`src/rtl/layer_sched_ctrl_pkg.sv`:
```
// layer_sched_pkg: shared types for the frame scheduler.
// Producer/consumer state enums, default watchdog limit, bank index.
package layer_sched_pkg;

  localparam int unsigned TIMEOUT_DEF = 1000000;

  typedef enum logic {
    P_IDLE,
    P_RUN
  } p_state_e;

  typedef enum logic {
    C_IDLE,
    C_RUN
  } c_state_e;

  typedef logic bank_t;

endpackage

```
`src/rtl/layer_sched_ctrl_if.sv`:
```
// layer_sched_ctrl_if: host/layer control bundle of the scheduler.
// master = host + conv/pool layers side, slave = scheduler side.
interface layer_sched_ctrl_if #(
  parameter int FRAME_CNT_W = 16
);

  logic                   frame_req;
  logic                   frame_ack;
  logic                   conv_start;
  logic                   conv_2_write_complete;
  logic                   layer_3_relu_begin;
  logic                   relu_3_complete;
  logic                   wr_bank;
  logic                   rd_bank;
  logic                   busy;
  logic                   frame_done;
  logic [FRAME_CNT_W-1:0] frame_cnt;
  logic                   timeout_err;
  logic                   err_clr;

  modport master (
    output frame_req,
    output conv_2_write_complete,
    output relu_3_complete,
    output err_clr,
    input  frame_ack,
    input  conv_start,
    input  layer_3_relu_begin,
    input  wr_bank,
    input  rd_bank,
    input  busy,
    input  frame_done,
    input  frame_cnt,
    input  timeout_err
  );

  modport slave (
    input  frame_req,
    input  conv_2_write_complete,
    input  relu_3_complete,
    input  err_clr,
    output frame_ack,
    output conv_start,
    output layer_3_relu_begin,
    output wr_bank,
    output rd_bank,
    output busy,
    output frame_done,
    output frame_cnt,
    output timeout_err
  );

endinterface

```
`src/rtl/layer_sched_ctrl_stage_watchdog.sv`:
```
// stage_watchdog: counts cycles while run=1, clr zeroes the count.
// Ports: clk, rst (async low), clr, run, expire (comb, in cycle N of run).
module stage_watchdog #(
  parameter int unsigned TIMEOUT_CYCLES = 1000000,
  parameter int          TO_W           = 20
) (
  input  logic clk,
  input  logic rst,
  input  logic clr,
  input  logic run,
  output logic expire
);

  localparam logic [TO_W-1:0] LAST =
    TO_W'(TIMEOUT_CYCLES - 1);

  logic [TO_W-1:0] cnt_q;
  logic [TO_W-1:0] cnt_d;

  always_comb begin
    cnt_d = cnt_q;
    if (clr) begin
      cnt_d = '0;
    end else if (run) begin
      cnt_d = cnt_q + 1'b1;
    end
  end

  // Count holds n-1 during the n-th run cycle.
  assign expire = run && (cnt_q == LAST);

  always_ff @(posedge clk or negedge rst) begin
    if (!rst) begin
      cnt_q <= '0;
    end else begin
      cnt_q <= cnt_d;
    end
  end

endmodule

```
`src/rtl/layer_sched_ctrl.sv`:
```
// layer_sched_ctrl: frame scheduler with ping-pong layer-2 RAM banks.
// Ports: clk, rst (async low), bus (slave side of layer_sched_ctrl_if).
module layer_sched_ctrl
  import layer_sched_pkg::*;
#(
  parameter int unsigned TIMEOUT_CYCLES = TIMEOUT_DEF,
  parameter int          TO_W           = 20,
  parameter int          FRAME_CNT_W    = 16
) (
  input  logic               clk,
  input  logic               rst,
  layer_sched_ctrl_if.slave  bus
);

  p_state_e               p_q, p_d;
  c_state_e               c_q, c_d;
  logic [1:0]             full_q, full_d;
  bank_t                  wr_q, wr_d;
  bank_t                  rd_q, rd_d;
  logic                   ack_q, ack_d;
  logic                   beg_q, beg_d;
  logic                   done_q, done_d;
  logic                   err_q, err_d;
  logic [FRAME_CNT_W-1:0] cnt_q, cnt_d;

  logic p_acc, c_acc;
  logic p_to, c_to;
  logic p_exp, c_exp;

  stage_watchdog #(
    .TIMEOUT_CYCLES(TIMEOUT_CYCLES),
    .TO_W          (TO_W)
  ) u_p_wd (
    .clk   (clk),
    .rst   (rst),
    .clr   (p_acc),
    .run   (p_q == P_RUN),
    .expire(p_exp)
  );

  stage_watchdog #(
    .TIMEOUT_CYCLES(TIMEOUT_CYCLES),
    .TO_W          (TO_W)
  ) u_c_wd (
    .clk   (clk),
    .rst   (rst),
    .clr   (c_acc),
    .run   (c_q == C_RUN),
    .expire(c_exp)
  );

  always_comb begin
    p_d    = p_q;
    c_d    = c_q;
    full_d = full_q;
    wr_d   = wr_q;
    rd_d   = rd_q;
    cnt_d  = cnt_q;
    ack_d  = 1'b0;
    beg_d  = 1'b0;
    done_d = 1'b0;
    p_acc  = 1'b0;
    c_acc  = 1'b0;
    p_to   = 1'b0;
    c_to   = 1'b0;

    unique case (p_q)
      P_IDLE: begin
        if (bus.frame_req && !full_q[wr_q]) begin
          p_acc = 1'b1;
          ack_d = 1'b1;
          p_d   = P_RUN;
        end
      end
      P_RUN: begin
        // Completion beats a same-cycle expiry.
        if (bus.conv_2_write_complete) begin
          full_d[wr_q] = 1'b1;
          wr_d         = ~wr_q;
          p_d          = P_IDLE;
        end else if (p_exp) begin
          p_to = 1'b1;
          p_d  = P_IDLE;
        end
      end
      default: p_d = P_IDLE;
    endcase

    // Producer only sets an empty bank, consumer only clears a
    // full one, so the two bank_full writes never collide.
    unique case (c_q)
      C_IDLE: begin
        if (full_q[rd_q]) begin
          c_acc = 1'b1;
          beg_d = 1'b1;
          c_d   = C_RUN;
        end
      end
      C_RUN: begin
        if (bus.relu_3_complete) begin
          full_d[rd_q] = 1'b0;
          rd_d         = ~rd_q;
          done_d       = 1'b1;
          cnt_d        = cnt_q + 1'b1;
          c_d          = C_IDLE;
        end else if (c_exp) begin
          full_d[rd_q] = 1'b0;
          rd_d         = ~rd_q;
          c_to         = 1'b1;
          c_d          = C_IDLE;
        end
      end
      default: c_d = C_IDLE;
    endcase

    err_d = err_q;
    if (p_to || c_to) begin
      err_d = 1'b1;
    end else if (bus.err_clr) begin
      err_d = 1'b0;
    end
  end

  always_ff @(posedge clk or negedge rst) begin
    if (!rst) begin
      p_q    <= P_IDLE;
      c_q    <= C_IDLE;
      full_q <= 2'b00;
      wr_q   <= 1'b0;
      rd_q   <= 1'b0;
      ack_q  <= 1'b0;
      beg_q  <= 1'b0;
      done_q <= 1'b0;
      err_q  <= 1'b0;
      cnt_q  <= '0;
    end else begin
      p_q    <= p_d;
      c_q    <= c_d;
      full_q <= full_d;
      wr_q   <= wr_d;
      rd_q   <= rd_d;
      ack_q  <= ack_d;
      beg_q  <= beg_d;
      done_q <= done_d;
      err_q  <= err_d;
      cnt_q  <= cnt_d;
    end
  end

  assign bus.frame_ack          = ack_q;
  assign bus.conv_start         = ack_q;
  assign bus.layer_3_relu_begin = beg_q;
  assign bus.frame_done         = done_q;
  assign bus.wr_bank            = wr_q;
  assign bus.rd_bank            = rd_q;
  assign bus.frame_cnt          = cnt_q;
  assign bus.timeout_err        = err_q;
  assign bus.busy = (p_q == P_RUN) || (c_q == C_RUN) || (|full_q);

endmodule

```
`src/flat_wrapper.sv`:
```
// flat-port wrapper written by rule: the top's interface ports become plain ports
module layer_sched_ctrl_flat import layer_sched_pkg::*;
#(
  parameter int unsigned TIMEOUT_CYCLES = TIMEOUT_DEF,
  parameter int          TO_W           = 20,
  parameter int          FRAME_CNT_W    = 16
)
  (clk, rst, bus_frame_req, bus_conv_2_write_complete, bus_relu_3_complete, bus_err_clr, bus_frame_ack, bus_conv_start, bus_layer_3_relu_begin, bus_wr_bank, bus_rd_bank, bus_busy, bus_frame_done, bus_frame_cnt, bus_timeout_err);
  layer_sched_ctrl_if #(.FRAME_CNT_W(FRAME_CNT_W)) bus_i ();
  input  logic clk;
  input  logic rst;
  input wire logic [$bits(bus_i.frame_req)-1:0] bus_frame_req;
  input wire logic [$bits(bus_i.conv_2_write_complete)-1:0] bus_conv_2_write_complete;
  input wire logic [$bits(bus_i.relu_3_complete)-1:0] bus_relu_3_complete;
  input wire logic [$bits(bus_i.err_clr)-1:0] bus_err_clr;
  output wire logic [$bits(bus_i.frame_ack)-1:0] bus_frame_ack;
  output wire logic [$bits(bus_i.conv_start)-1:0] bus_conv_start;
  output wire logic [$bits(bus_i.layer_3_relu_begin)-1:0] bus_layer_3_relu_begin;
  output wire logic [$bits(bus_i.wr_bank)-1:0] bus_wr_bank;
  output wire logic [$bits(bus_i.rd_bank)-1:0] bus_rd_bank;
  output wire logic [$bits(bus_i.busy)-1:0] bus_busy;
  output wire logic [$bits(bus_i.frame_done)-1:0] bus_frame_done;
  output wire logic [$bits(bus_i.frame_cnt)-1:0] bus_frame_cnt;
  output wire logic [$bits(bus_i.timeout_err)-1:0] bus_timeout_err;
  assign bus_i.frame_req = bus_frame_req;
  assign bus_i.conv_2_write_complete = bus_conv_2_write_complete;
  assign bus_i.relu_3_complete = bus_relu_3_complete;
  assign bus_i.err_clr = bus_err_clr;
  assign bus_frame_ack = bus_i.frame_ack;
  assign bus_conv_start = bus_i.conv_start;
  assign bus_layer_3_relu_begin = bus_i.layer_3_relu_begin;
  assign bus_wr_bank = bus_i.wr_bank;
  assign bus_rd_bank = bus_i.rd_bank;
  assign bus_busy = bus_i.busy;
  assign bus_frame_done = bus_i.frame_done;
  assign bus_frame_cnt = bus_i.frame_cnt;
  assign bus_timeout_err = bus_i.timeout_err;
  layer_sched_ctrl #(.TIMEOUT_CYCLES(TIMEOUT_CYCLES), .TO_W(TO_W), .FRAME_CNT_W(FRAME_CNT_W)) u_core (.clk(clk), .rst(rst), .bus(bus_i));
endmodule
```
`config.mk`:
```
export PLATFORM = sky130hd
export DESIGN_NAME = layer_sched_ctrl_flat
export DESIGN_NICKNAME = d
export VERILOG_FILES = /design/src/rtl/layer_sched_ctrl_pkg.sv /design/src/rtl/layer_sched_ctrl_if.sv /design/src/rtl/layer_sched_ctrl_stage_watchdog.sv /design/src/rtl/layer_sched_ctrl.sv /design/src/flat_wrapper.sv
export SDC_FILE = /design/constraint.sdc
export NUM_CORES = 1
export LEC_CHECK = 0
export ABC_AREA = 1
export CORE_MARGIN = 10
export CORE_UTILIZATION = 45
export DETAILED_ROUTE_END_ITERATION = 10
export MAX_ROUTING_LAYER = met4
export PLACE_DENSITY_LB_ADDON = 0.15
export SLEW_MARGIN = 10
export SYNTH_ARGS = -nofsm -noshare
export SYNTH_HDL_FRONTEND = slang
export SYNTH_HIERARCHICAL = 1
export SYNTH_SLANG_ARGS = --single-unit
```
`constraint.sdc`:
```
create_clock -name clk -period 1.6 [get_ports clk]
set_input_delay 0.16 -clock clk [delete_from_list [all_inputs] [get_ports clk]]
set_output_delay 0.16 -clock clk [all_outputs]
set_load 0.02 [all_outputs]
```
==> results.toml <==
[final_layout]
nFillCells = 764
area_growth_pct = 26.45
antenna_cells = 0
drive_above_1_share = 0.2142
fin_nets = 555
instances_no_fill = 656

[routing]
dr_total_vias = 3212
drt-vias-per-instance = 4.896
drt_iter0_markers = 137
dr.pass1.iters = 4
wl_per_cell_um = 12.92
route.detailed.drc = 0
drt-total-wl_um = 8473
ant_nets = 0

[global_route]
antenna_found_initial = 0
grt-ovfl-total = 0
grt_pass1_wl_um = 14750
grt_pass1_vias = 3216
gr-usage-all-layers = 0.1452
grt_max_degree = 67

[critical_path]
crit_path_end_kind = "flip-flop"
r2r-end = "u_core/full_q[0]$_DFF_PN0_"
path_max_fanout = 3
startpoint_type = "flip-flop"
critPathLaunch = "u_core/u_c_wd/cnt_q[0]$_DFFE_PN0P_"
crit_type = "flip-flop to flip-flop"
endpoint = "u_core/full_q[0]$_DFF_PN0_"
crit_arrival_ns = 1.81
timing.rr.start = "u_core/u_c_wd/cnt_q[0]$_DFFE_PN0P_"
r2r_slack_ns = 0.03
worst_ep_required_time_ns = 1.83
reg2reg_depth = 11

[cts]
cts.root.buffer_cell = "clkbuf_8"
clk_pin_slew_ns = 0.07
clk_path_buf_depth = 2
cts-buffers-inserted = 9
tritoncts = "built"
h-tree-depth = 3
clock_sinks = 66
clkLatencyLatePin_ns = 0.34

[synth]
yosysWarnings = 6
yosysUniqueCellTypes = 30
syn-num-nets = 483
mappedNetlistArea_um2 = 3700
syn_inst = 474
synth.ff_latch_count = 66
avgSynthCellArea_um2 = 7.805
yosysSeqAreaShare = 0.4464

[place]
gp_congestion = 0.9175
placed_cells = 637
dp.final_hpwl_um = 6268
io_buffers = 29

[floorplanning]
die_width_um = 110.7
io_pins = 30
die_area_um2 = 12250
initial_core_util = 0.4572
core_area_um2 = 8093
row_count = 33
die_h_um = 110.7

[sta]
slew_headroom = 0.7118
finalSetupViolCount = 0
worst-slew-pin-transition_ns = 0.4284
final.min_clock_period_ns = 1.574
min_period_over_period = 0.9835
hold_viol = 0
final.setup_skew_ns = 0.01072
finalSetupTns_ns = 0
timing.fmax_ghz = 0.6355
maxSlewViolCount = 0
rsz0062_at_grt = "true"

[power_and_ir_drop]
power_frac_seq = 0.351
power_frac_comb = 0.398
p_int_mw = 3.830
p_sw_frac = 0.3705
peakVddDrop_mv = 0.7741
switching_power_mw = 2.254
p_leak_nw = 2.233
pwr-share-clk = 0.251
power_density_nw_per_um2 = 1300

[run_status]
status = "completed"

[run]
cap_viol_max_count = 0

[worst_hold_path]
min_path_type = "primary input to asynchronous set/reset pin"
[logic make-up (layout without fill, tap and decap cells)]
kind of cell,after synthesis,count (layout),share of synthesized area
xor+xnor,13,13,0.03077
simple gates,280,280,0.3750
flops,66,66,0.4464
fa+ha+maj,3,3,0.01015
compound gates,44,44,0.06358
buf+inv,68,145,0.07406
[timing repair]
item / 4_1_cts / 5_1_grt
hold endpoints to repair: 66 / 0
cloned: 0 / 0
resized for setup: 8 / 33
setup buffers: 1 / 1
pin swaps: 1 / 9
hold buffers: 1 / 0
endpoints found under the setup margin: 12 / 39
[placed cells by master, fill, tap and decap left out, types with 4 or more instances in the layout]
cell type,netlist,final
nand2_1,109,106
dlygate4sd2_1,0,5
dfrtp_1,66,65
nor4_1,6,6
inv_1,59,57
nand4_1,12,12
dlymetal6s2s_1,0,5
xnor2_1,4,4
xor2_1,9,9
clkdlybuf4s50_1,0,17
o21ai_1,7,10
clkbuf_8,0,9
o21ai_0,13,9
nor2_1,68,61
nand3_1,22,20
nor3_1,16,15
nor2_2,8,13
nand3b_1,4,4
a21oi_1,19,18
inv_2,4,4
nor2_4,17,19
nand3_2,5,7
nand2_2,8,11
buf_4,1,33
[cell type report]
type / count / area, µm² / area share
clock buffers: 11 / 131.4 / 0.02808
clock inverters: 5 / 78.83 / 0.01685
inverters: 63 / 241.5 / 0.05162
multi-input cells: 340 / 1847 / 0.3948
flip-flops and latches: 66 / 1653 / 0.3533
well taps: 105 / 131.4 / 0.02808
repair buffers: 66 / 595.6 / 0.1273
[power groups by stage]
stage | clock, mW | combinational, mW | sequential (mW)
finish | 1.53 | 2.42 | 2.14
CTS | 1.57 | 2.35 | 2.13
detailed placement | 0 | 2.34 | 2.17
floorplan | 0 | 1.07 | 2.31
global route | 1.65 | 2.65 | 2.17
global placement | 0 | 2.31 | 2.16
[routing by layer]
layer,share of wire,track usage,up-vias
li1,-,-,1663
met1,0.43,0.1595,1497
met2,0.52,0.2492,38
met3,0.026,0.02597,14
met4,0.020,0.06858,0
met5,0,-,-
[stage by stage]
step           area [µm²]  hold slack (ns)  power, mW  worst slack (ns)  utilization
6_report             4678           0.3459      6.084           0.02636       0.5781
5_1_grt              4678           0.4001      6.478          -0.08283       0.5781
4_1_cts              4591           0.3757      6.050          0.007448       0.5673
3_5_place_dp         4363           0.2128      4.509           -0.1447       0.5391
3_3_place_gp         4363           0.2128      4.466          -0.08099       0.5391
2_1_floorplan        3704          -0.1356      3.383           0.02962            -
[worst max-delay path, cell delays in order (launching register included)]
cell and delay, ns:
dfrtp_1 0.36, ha_2 0.19, nand2_2 0.07, nor2_4 0.09
nand4_1 0.07, nand3b_1 0.18, nor2_2 0.17, nand2_2 0.10
nand2_2 0.08, nand2_2 0.05, nand2_1 0.06, inv_1 0.04
[state kept, by name (all words and copies together), names as in the netlist]
signal,count
u_core/bus.conv_start,1
u_core/bus.frame_cnt,16
u_core/bus.frame_done,1
u_core/bus.layer_3_relu_begin,1
u_core/bus.rd_bank,1
u_core/bus.timeout_err,1
u_core/bus.wr_bank,1
u_core/c_q,1
u_core/full_q,2
u_core/p_q,1
u_core/u_c_wd/cnt_q,20
u_core/u_p_wd/cnt_q,20
[cells in the mapped netlist (all sizes together)]
cell type / n / area, µm²
clkbuf: 2 / 7.510
o21bai: 2 / 15.01
nand4: 12 / 75.07
xor2: 9 / 78.83
inv: 63 / 236.5
nor2: 93 / 496.7
nor3: 18 / 100.1
nand2: 119 / 481.7
nand3b: 4 / 30.03
nand3: 27 / 160.2
o221ai: 1 / 8.760
and3: 1 / 6.260
buf: 3 / 30.03
o32ai: 1 / 8.760
nor4: 6 / 37.54
xnor2: 4 / 35.03
o21ai: 20 / 100.1
ha: 3 / 37.54
dfrtp: 66 / 1652
o31ai: 1 / 7.510
a21oi: 19 / 95.09
[worst min-delay path by stage]
| stage | endpoint | slack (ns) | cells past startpoint |
|---|---|---|---|
| 6_report | u_core/u_c_wd/cnt_q[18]$_DFFE_PN0P_ | 0.35 | 3 |
| 5_1_grt | u_core/u_c_wd/cnt_q[6]$_DFFE_PN0P_ | 0.40 | 3 |
| 4_1_cts | u_core/bus.frame_cnt[4]$_DFFE_PN0P_ | 0.38 | 3 |
| 3_5_place_dp | u_core/u_c_wd/cnt_q[18]$_DFFE_PN0P_ | 0.21 | 2 |
| 3_3_place_gp | u_core/u_c_wd/cnt_q[16]$_DFFE_PN0P_ | 0.21 | 2 |
| 2_1_floorplan | u_core/bus.conv_start$_DFF_PN0_ | -0.14 | 0 |
Note: power is estimated with default switching activity, not from simulation.
